$ cat src/rtl/sd_fifo_drain_sched_pkg.sv
// Shared helpers for the FIFO drain scheduler.
// Holds only index arithmetic that is reused across the scheduler; the lock
// state encoding and threshold compare live inside the top module.
package sd_fifo_drain_sched_pkg;

  // Increment an index with wrap at n (n need not be a power of two).
  function automatic int unsigned wrap_inc(input int unsigned idx, input int unsigned n);
    return (idx + 1 >= n) ? 0 : idx + 1;
  endfunction

endpackage

$ cat src/rtl/sd_rr_pick.sv
// Rotating-priority picker.
// Returns the requesting index with the smallest rotation distance from start.
//   req   : request vector, one bit per channel
//   start : highest-priority index this cycle
//   index : chosen channel (0 when nothing requests)
//   valid : at least one request present
module sd_rr_pick #(
  parameter int unsigned inputs = 4,
  parameter int unsigned isz    = $clog2(inputs)
) (
  input  logic [inputs-1:0] req,
  input  logic [isz-1:0]    start,
  output logic [isz-1:0]    index,
  output logic              valid
);

  logic [isz-1:0] j;

  // Scan from farthest to nearest so the nearest requester wins the last write.
  always_comb begin
    index = '0;
    valid = 1'b0;
    j     = '0;
    for (int d = int'(inputs) - 1; d >= 0; d--) begin
      j = isz'((32'(start) + 32'(d)) % inputs);
      if (req[j]) begin
        index = j;
        valid = 1'b1;
      end
    end
  end

endmodule

$ cat src/rtl/sd_fifo_drain_sched.sv
// FIFO drain scheduler: merges several FIFO tails into one output stream.
// Urgent channels (usage at or above hi_thresh) are preferred; a granted channel
// keeps the grant for up to max_burst words, then priority rotates past it.
//   clk, reset      : clock, asynchronous active-high reset
//   clken           : clock enable, nothing moves while low
//   c_srdy/c_drdy   : per-channel valid / accept
//   c_data/c_usage  : per-channel packed data and occupancy
//   p_srdy/p_drdy   : output valid / accept
//   p_data/p_chan   : output word and its source channel
module sd_fifo_drain_sched
  import sd_fifo_drain_sched_pkg::*;
#(
  parameter int unsigned inputs    = 4,
  parameter int unsigned width     = 8,
  parameter int unsigned usz       = 5,
  parameter int unsigned max_burst = 4,
  parameter int unsigned hi_thresh = 12,
  parameter int unsigned isz       = $clog2(inputs)
) (
  input  logic                    clk,
  input  logic                    reset,
  input  logic                    clken,
  input  logic [inputs-1:0]       c_srdy,
  output logic [inputs-1:0]       c_drdy,
  input  logic [inputs*width-1:0] c_data,
  input  logic [inputs*usz-1:0]   c_usage,
  output logic                    p_srdy,
  input  logic                    p_drdy,
  output logic [width-1:0]        p_data,
  output logic [isz-1:0]          p_chan
);

  typedef enum logic {StFree, StLocked} lock_e;

  lock_e            lock_q, lock_d;
  logic [isz-1:0]   gnt_q, gnt_d;
  logic [isz-1:0]   rr_q, rr_d;
  logic [7:0]       count_q, count_d;
  logic             p_srdy_q, p_srdy_d;
  logic [width-1:0] p_data_q, p_data_d;
  logic [isz-1:0]   p_chan_q, p_chan_d;

  logic [inputs-1:0] urgent;
  logic [isz-1:0]    urg_idx, nrm_idx, eff;
  logic              urg_valid, nrm_valid;
  logic              hold, xfer;

  always_comb begin
    urgent = '0;
    for (int n = 0; n < int'(inputs); n++) begin
      urgent[n] = c_srdy[n] & (32'(c_usage[n*usz +: usz]) >= hi_thresh);
    end
  end

  sd_rr_pick #(.inputs(inputs), .isz(isz)) u_pick_urgent (
    .req   (urgent),
    .start (rr_q),
    .index (urg_idx),
    .valid (urg_valid)
  );

  sd_rr_pick #(.inputs(inputs), .isz(isz)) u_pick_normal (
    .req   (c_srdy),
    .start (rr_q),
    .index (nrm_idx),
    .valid (nrm_valid)
  );

  // A locked channel that dropped srdy is simply not held, so the pickers
  // already choose someone else this same cycle.
  assign hold = (lock_q == StLocked) & c_srdy[gnt_q];
  assign eff  = hold ? gnt_q : (urg_valid ? urg_idx : nrm_idx);
  assign xfer = clken & ~reset & (hold | nrm_valid) & (~p_srdy_q | p_drdy);

  always_comb begin
    c_drdy = '0;
    if (xfer) c_drdy[eff] = 1'b1;
  end

  always_comb begin
    lock_d   = lock_q;
    gnt_d    = gnt_q;
    rr_d     = rr_q;
    count_d  = count_q;
    p_srdy_d = p_srdy_q;
    p_data_d = p_data_q;
    p_chan_d = p_chan_q;
    if (clken) begin
      if (xfer) begin
        p_srdy_d = 1'b1;
        p_data_d = c_data[32'(eff)*width +: width];
        p_chan_d = eff;
      end else if (p_drdy) begin
        p_srdy_d = 1'b0;
      end
      if ((lock_q == StLocked) && !c_srdy[gnt_q]) begin
        lock_d = StFree;
        rr_d   = isz'(wrap_inc(32'(gnt_q), inputs));
      end
      if (xfer) begin
        if (hold) begin
          count_d = count_q + 8'd1;
          if (32'(count_q) + 32'd1 == max_burst) begin
            lock_d = StFree;
            rr_d   = isz'(wrap_inc(32'(gnt_q), inputs));
          end
        end else begin
          lock_d  = StLocked;
          gnt_d   = eff;
          count_d = 8'd1;
          if (max_burst == 1) begin
            lock_d = StFree;
            rr_d   = isz'(wrap_inc(32'(eff), inputs));
          end
        end
      end
    end
  end

  always_ff @(posedge clk or posedge reset) begin
    if (reset) begin
      lock_q   <= StFree;
      gnt_q    <= '0;
      rr_q     <= '0;
      count_q  <= '0;
      p_srdy_q <= 1'b0;
      p_data_q <= '0;
      p_chan_q <= '0;
    end else begin
      lock_q   <= lock_d;
      gnt_q    <= gnt_d;
      rr_q     <= rr_d;
      count_q  <= count_d;
      p_srdy_q <= p_srdy_d;
      p_data_q <= p_data_d;
      p_chan_q <= p_chan_d;
    end
  end

  assign p_srdy = p_srdy_q;
  assign p_data = p_data_q;
  assign p_chan = p_chan_q;

endmodule

$ cat config.mk
export PLATFORM = sky130hd
export DESIGN_NAME = sd_fifo_drain_sched
export DESIGN_NICKNAME = d
export VERILOG_FILES = /design/src/rtl/sd_fifo_drain_sched_pkg.sv /design/src/rtl/sd_rr_pick.sv /design/src/rtl/sd_fifo_drain_sched.sv
export SDC_FILE = /design/constraint.sdc
export NUM_CORES = 1
export LEC_CHECK = 0
export CORE_UTILIZATION = 45
export CTS_CLUSTER_DIAMETER = 80
export DETAILED_ROUTE_END_ITERATION = 16
export PLACE_DENSITY = 0.86
export SETUP_SLACK_MARGIN = 0.1
export SLEW_MARGIN = 0
export SYNTH_ARGS = -nofsm -noshare
export SYNTH_HDL_FRONTEND = slang
export SYNTH_SLANG_ARGS = --single-unit
$ cat constraint.sdc
create_clock -name clk -period 7 [get_ports clk]
set_input_delay 1.4 -clock clk [delete_from_list [all_inputs] [get_ports clk]]
set_output_delay 1.4 -clock clk [all_outputs]
set_load 0.1 [all_outputs]
# [After elaboration in Yosys (flattened, before gate mapping)]
# Cells that the tools add are included.
[op_classes] bitwise_logic=13 n_eq_ne=1 n_shift=1 n_addsub=6 reduce_logical=7 n_mux=51 order_cmp=12
[op_table] operator="indexed part select 32 x 6 -> 8 bit" n=1
[op_table] operator="2-to-1 mux 2 bit" n=15
[op_table] operator="2-to-1 mux 1 bit" n=24
[op_table] operator="greater-or-equal comparator 5 x 4 -> 1 bit (second input constant)" n=4
[op_table] operator="binary-select mux 1 bit (select 2 bit)" n=9
[op_table] operator="less-than comparator 2 x 3 -> 1 bit (second input constant)" n=6
[op_table] operator="adder 8 x 1 -> 9 bit (second input constant)" n=1
[op_table] operator="equality test 9 x 3 -> 1 bit (second input constant)" n=1
[op_table] operator="adder 8 x 1 -> 8 bit (second input constant)" n=1
[op_table] operator="bitwise AND 1 bit" n=8
[op_table] operator="2-to-1 mux 8 bit" n=1
[op_table] operator="adder 2 bit (second input constant)" n=2
[op_table] operator="2-to-1 mux 4 bit" n=1
[op_table] operator="AND reduction 2 bit" n=2
[op_table] operator="adder 2 x 1 -> 3 bit (second input constant)" n=1
[op_table] operator="greater-or-equal comparator 3 bit (second input constant)" n=1
[op_table] operator="inverter 1 bit" n=3
[op_table] operator="AND reduction 3 bit" n=1
[op_table] operator="adder 2 x 1 -> 2 bit (second input constant)" n=1
[op_table] operator="demux 1 bit (select 2 bit)" n=1
[op_table] operator="greater-or-equal comparator 2 x 1 -> 1 bit (second input constant)" n=1
[op_table] operator="logical AND 1 bit" n=2
[op_table] operator="bitwise OR 1 bit" n=2
[op_table] operator="nonzero test 2 bit" n=1
[op_table] operator="zero test 1 bit" n=1
[totals] inputBits=60 ff_bits=24

# [Depth between registers and ports, before layout]
[depth] depth_word=15 ltp_mapped=10 depth_no_buf=7

# [Hierarchy]
# A second synthesis with hierarchy kept.
[unflattened] hier_cells=212 area_unflattened_um2=1928.1
[modules_own_cells] module="sd_fifo_drain_sched" n_inst=1 cells_each=186 seq_area_each_um2=600.6 area_per_inst_um2=1773.0
[modules_own_cells] module="sd_rr_pick" n_inst=2 cells_each=13 seq_area_each_um2=0.0 area_per_inst_um2=77.6

# [Worst setup path after synthesis]
# Ideal clock, no wire load.
[synth_timing] path_kind="input port to output port" start="in c_srdy[0]" end="out c_drdy[2]" arrival_ps=4020 required_time_ps=5600 path_slack_ps=1580 cell_stages=9 cell_sequence="buf_2 > nor2b_1 > nor2_1 > a2bb2o_1 > o22ai_1 > mux2i_1 > or2_2 > clkbuf_1 > nor2_1"
[synth_between] elab_chain_len=14 elab_cells_between_ends=47 cone_classes="order compare (2); mux (39); bitwise (5); reduce/logical (1)"
[synth_lines] item="start, declared" line_no="sd_fifo_drain_sched.sv:23" text="input logic [inputs-1:0] c_srdy,"
[synth_lines] item="bitwise AND 1 bit" line_no="sd_fifo_drain_sched.sv:51" text="urgent[n] = c_srdy[n] & (32'(c_usage[n*usz +: usz]) >= hi_thresh);"
[synth_lines] item="binary-select mux 1 bit (select 2 bit)" line_no="sd_rr_pick.sv:26" text="if (req[j]) begin"
[synth_lines] item="2-to-1 mux 1 bit (implied by the code)" line_no="sd_rr_pick.sv:26"
[synth_lines] item="2-to-1 mux 2 bit or 2-to-1 mux 1 bit (tied branches) (4 in a row)" line_no="sd_rr_pick.sv:26"
[synth_lines] item="2-to-1 mux 2 bit (2 in a row)" line_no="sd_fifo_drain_sched.sv:72" text="assign eff = hold ? gnt_q : (urg_valid ? urg_idx : nrm_idx);"
[synth_lines] item="less-than comparator 2 x 3 -> 1 bit (implied by the code) or greater-or-equal comparator 2 x 1 -> 1 bit (tied branches)" line_no="sd_fifo_drain_sched.sv:77" text="if (xfer) c_drdy[eff] = 1'b1;"
[synth_lines] item="logical AND 1 bit (implied by the code)" line_no="sd_fifo_drain_sched.sv:77"
[synth_lines] item="2-to-1 mux 1 bit (implied by the code)" line_no="sd_fifo_drain_sched.sv:77"
[synth_lines] item="demux 1 bit (select 2 bit)" line_no="sd_fifo_drain_sched.sv:77"
[synth_lines] item="2-to-1 mux 4 bit (*)" line_no="sd_fifo_drain_sched.sv:77"
[synth_lines] item="end, declared" line_no="sd_fifo_drain_sched.sv:24" text="output logic [inputs-1:0] c_drdy,"
# Every way passes the cells marked *; elsewhere a longest branch is shown, timed or not. The select of a mux whose other input is x is not followed.

# [Worst setup path after layout]
[layout_timing] start="in c_srdy[2]" end="out c_drdy[2]"
# The elaborated chain is that of the path after synthesis.

==> flow_summary.toml <==
[die]
die_x_um = 62.5
die_area_mm2 = 0.00391
start_util_pct = 48.2
rows = 21
die_y_um = 62.5
core_area_mm2 = 0.00342
io_pins = 75

[route]
wl_um = 4130
drc_errors = 0
wl_per_cell_um = 14.2
first_iter_violations = 107
drt-pass1-iter-count = 4
drtAntennaViolNets = 0
vias = 1601
vias_per_cell = 5.50

[logic_synthesis]
seq_area_frac_synth_pct = 36.5
synth-xor-area-share_pct = 0
post-synth-top-count-cell = "nand2_1"
synth_cell_type_count = 45
synth_top_family_by_area = "compound AO/OA/AOI/OAI gates"
synth_top_area_share_pct = 36.5
synth_ff_type = "dfrtp_1"
synth_edf_count = 0
synth-adder-area-share_pct = 1.52
synth_area_leaders = "dfrtp_1 (36%), mux2i_1 (12%), nand2_1 (6.4%)"
synth_compound_area_share_pct = 21.1
synth_common_cells = "nand2_1 (28), dfrtp_1 (24), mux2i_1 (20)"
synth_fp_nets = 247
synth_seq_cells = 24
yosysTopAreaCell = "dfrtp_1"
synthArstFlopShare_pct = 100
synth_cells = 185
ys_warn_count = 0
syn_avg_cell_area_um2 = 8.90
syn_area_mm2 = 0.00165
synth_simple_gate_area_share_pct = 20.1
post_synth_mux_area_share_pct = 14.4

[sta]
slew_viol_final = 0
tightest_slew_ns = 1.00
hold_slack_ns = 0.491
rsz0062_at_grt = "no"
tns_ns = 0
finalHoldViolCount = 0
setup_violations = 0
fin_skew_ns = 0.0203
timing.final.crit_share_pct = 78.9
slew_headroom_pct = 33.2
max_freq_mhz = 181
fin_ws_ns = 1.48
layout_min_cycle_time_ns = 5.52

[global_routing]
grt_pass1_wl_um = 6990
grt_max_degree = 26
grt_usage_pct = 22.2
grt_pass1_vias = 1571
gr-total-overflow = 0
antenna_found_initial = 0

[critical_path]
reg2reg_slack_ns = 4.06
critical_path_class = "input port to output port"
crit_path_max_fanout = 14
cp.required_ns = 5.60
start_kind = "input port"
end_kind = "output port"
critical_path.slowest_cell = "a31oi_2"
crit_family = "compound AO/OA/AOI/OAI gates"
slowest_delay_ns = 0.81
worst-path-buf-inv = 3
arrival_ns = 4.12
cp_cell_sequence = "clkdlybuf4s50_1 -> a22oi_1 -> nor4_1 -> o22ai_1 -> a31oi_2 -> inv_1 -> nor2_1 -> buf_4"

[run]
cap_viol_max_count = 0

[layout]
finalNonFillerCells = 291
syn2layout_area_growth_pct = 41.7
fin_nets = 308
antennaDiodeCount = 0
drive_gt1_share_pct = 6.94
final_core_util_pct = 68.3

[clock_network]
cts-buffers-inserted = 3
cts.sinks = 24
cts_resized = 0
clock_tree.buffer_depth = 2
clk_pin_slew_worst_paths_ns = 0.12
clk-insertion-delay-late_ns = 0.34
postCtsSetupBuffers = 0
holdBufCountCts = 0
clk_root_buffer_cell = "clkbuf_4"
htreeDepth = 1
tritoncts = "done"

[placement]
dp_cells = 287
numPortBuffers = 66
hpwl_um = 3120
post-place-ws_ns = 1.49
place.gp.congestion = 0.843

[power_and_ir_drop]
p_leak_nw = 1.06
ir_worst_vdd_v = 0.000292
power_density_mw_per_mm2 = 396

[hold_path]
min_path_type = "flip-flop to flip-flop"

[status]
status = "completed"
## power breakdown
part | internal (W) | switching [W] | leakage (nW) | total, W
combinational | 0.000203 | 0.000407 | 0.736 | 0.000610
clock | 0.0000319 | 0.0000451 | 0.0210 | 0.0000770
sequential | 0.000190 | 0.0000477 | 0.304 | 0.000238
total | 0.000425 | 0.000500 | 1.06 | 0.000925
## layout by cell type, fill, tap and decap left out, types with 2 or more instances in the layout
master            n
clkdlybuf4s50_1  62
nand3_1           4
nand2b_1          6
nor2_1           13
buf_4             6
inv_1             7
o31ai_1           3
a22oi_1           2
ha_1              2
clkbuf_4          3
and3_1            4
mux2i_1          20
o21ai_0          15
dfrtp_1          24
o221ai_1          8
nor4_1            2
o2bb2ai_1         2
a21oi_1           3
a21o_1            3
nand2_1          28
mux2_2            2
o22ai_1           3
## per-layer routing
metal  share of wire, %  global-route usage (%)  up-vias
li1                   -                       -      791
met1                 42                    26.0      754
met2                 51                    38.2       44
met3                3.9                    4.93       12
met4                2.8                    10.8        0
met5                  0                       0        -
## tightest hold or removal path, cell delays in order (launching register included)
cell and delay [ns]:
dfrtp_1 0.36, nand2_1 0.05, nand2_1 0.06
## kinds of logic after synthesis
family,count (synthesis)
AO/OA/AOI/OAI,50
adder cells (fa/ha/maj),2
buffers and inverters,19
flip-flops,24
multiplexers,23
AND/OR/NAND/NOR,67
## area by class of cell
cell class	instances	area, µm²
Fill cell	300	1080
Multi-Input combinational cell	142	947
Timing Repair Buffer	68	666
Sequential cell	24	601
Tap cell	46	57.6
Clock buffer	4	36.3
Inverter	7	26.3
## sequential cells by signal, summed over array words and instances, names as in the netlist
signal / flops
p_chan: 2
gnt_q: 2
p_srdy: 1
p_data: 8
count_q: 8
lock_q: 1
rr_q: 2
## path summary, 6_finish.rpt
check	start	end	depth (start not counted)
setup / recovery	c_srdy[2]	c_drdy[2]	8
setup reg to reg	rr_q[1]	p_data[3]	8
hold / removal	p_chan[1]	p_chan[1]	2
max in group asynchronous	reset	p_data[7]	2
hold reg to reg	p_chan[1]	p_chan[1]	2
min in group asynchronous	reset	rr_q[1]	2
## through the flow
step / instance area (µm²) / power, W
2_1_floorplan: 1650 / 0.000710
3_3_place_gp: 2300 / 0.000841
5_1_grt: 2330 / 0.000980
6_report: 2330 / 0.000925
4_1_cts: 2330 / 0.000929
3_5_place_dp: 2300 / 0.000852
(Power assumes the default switching activity.)
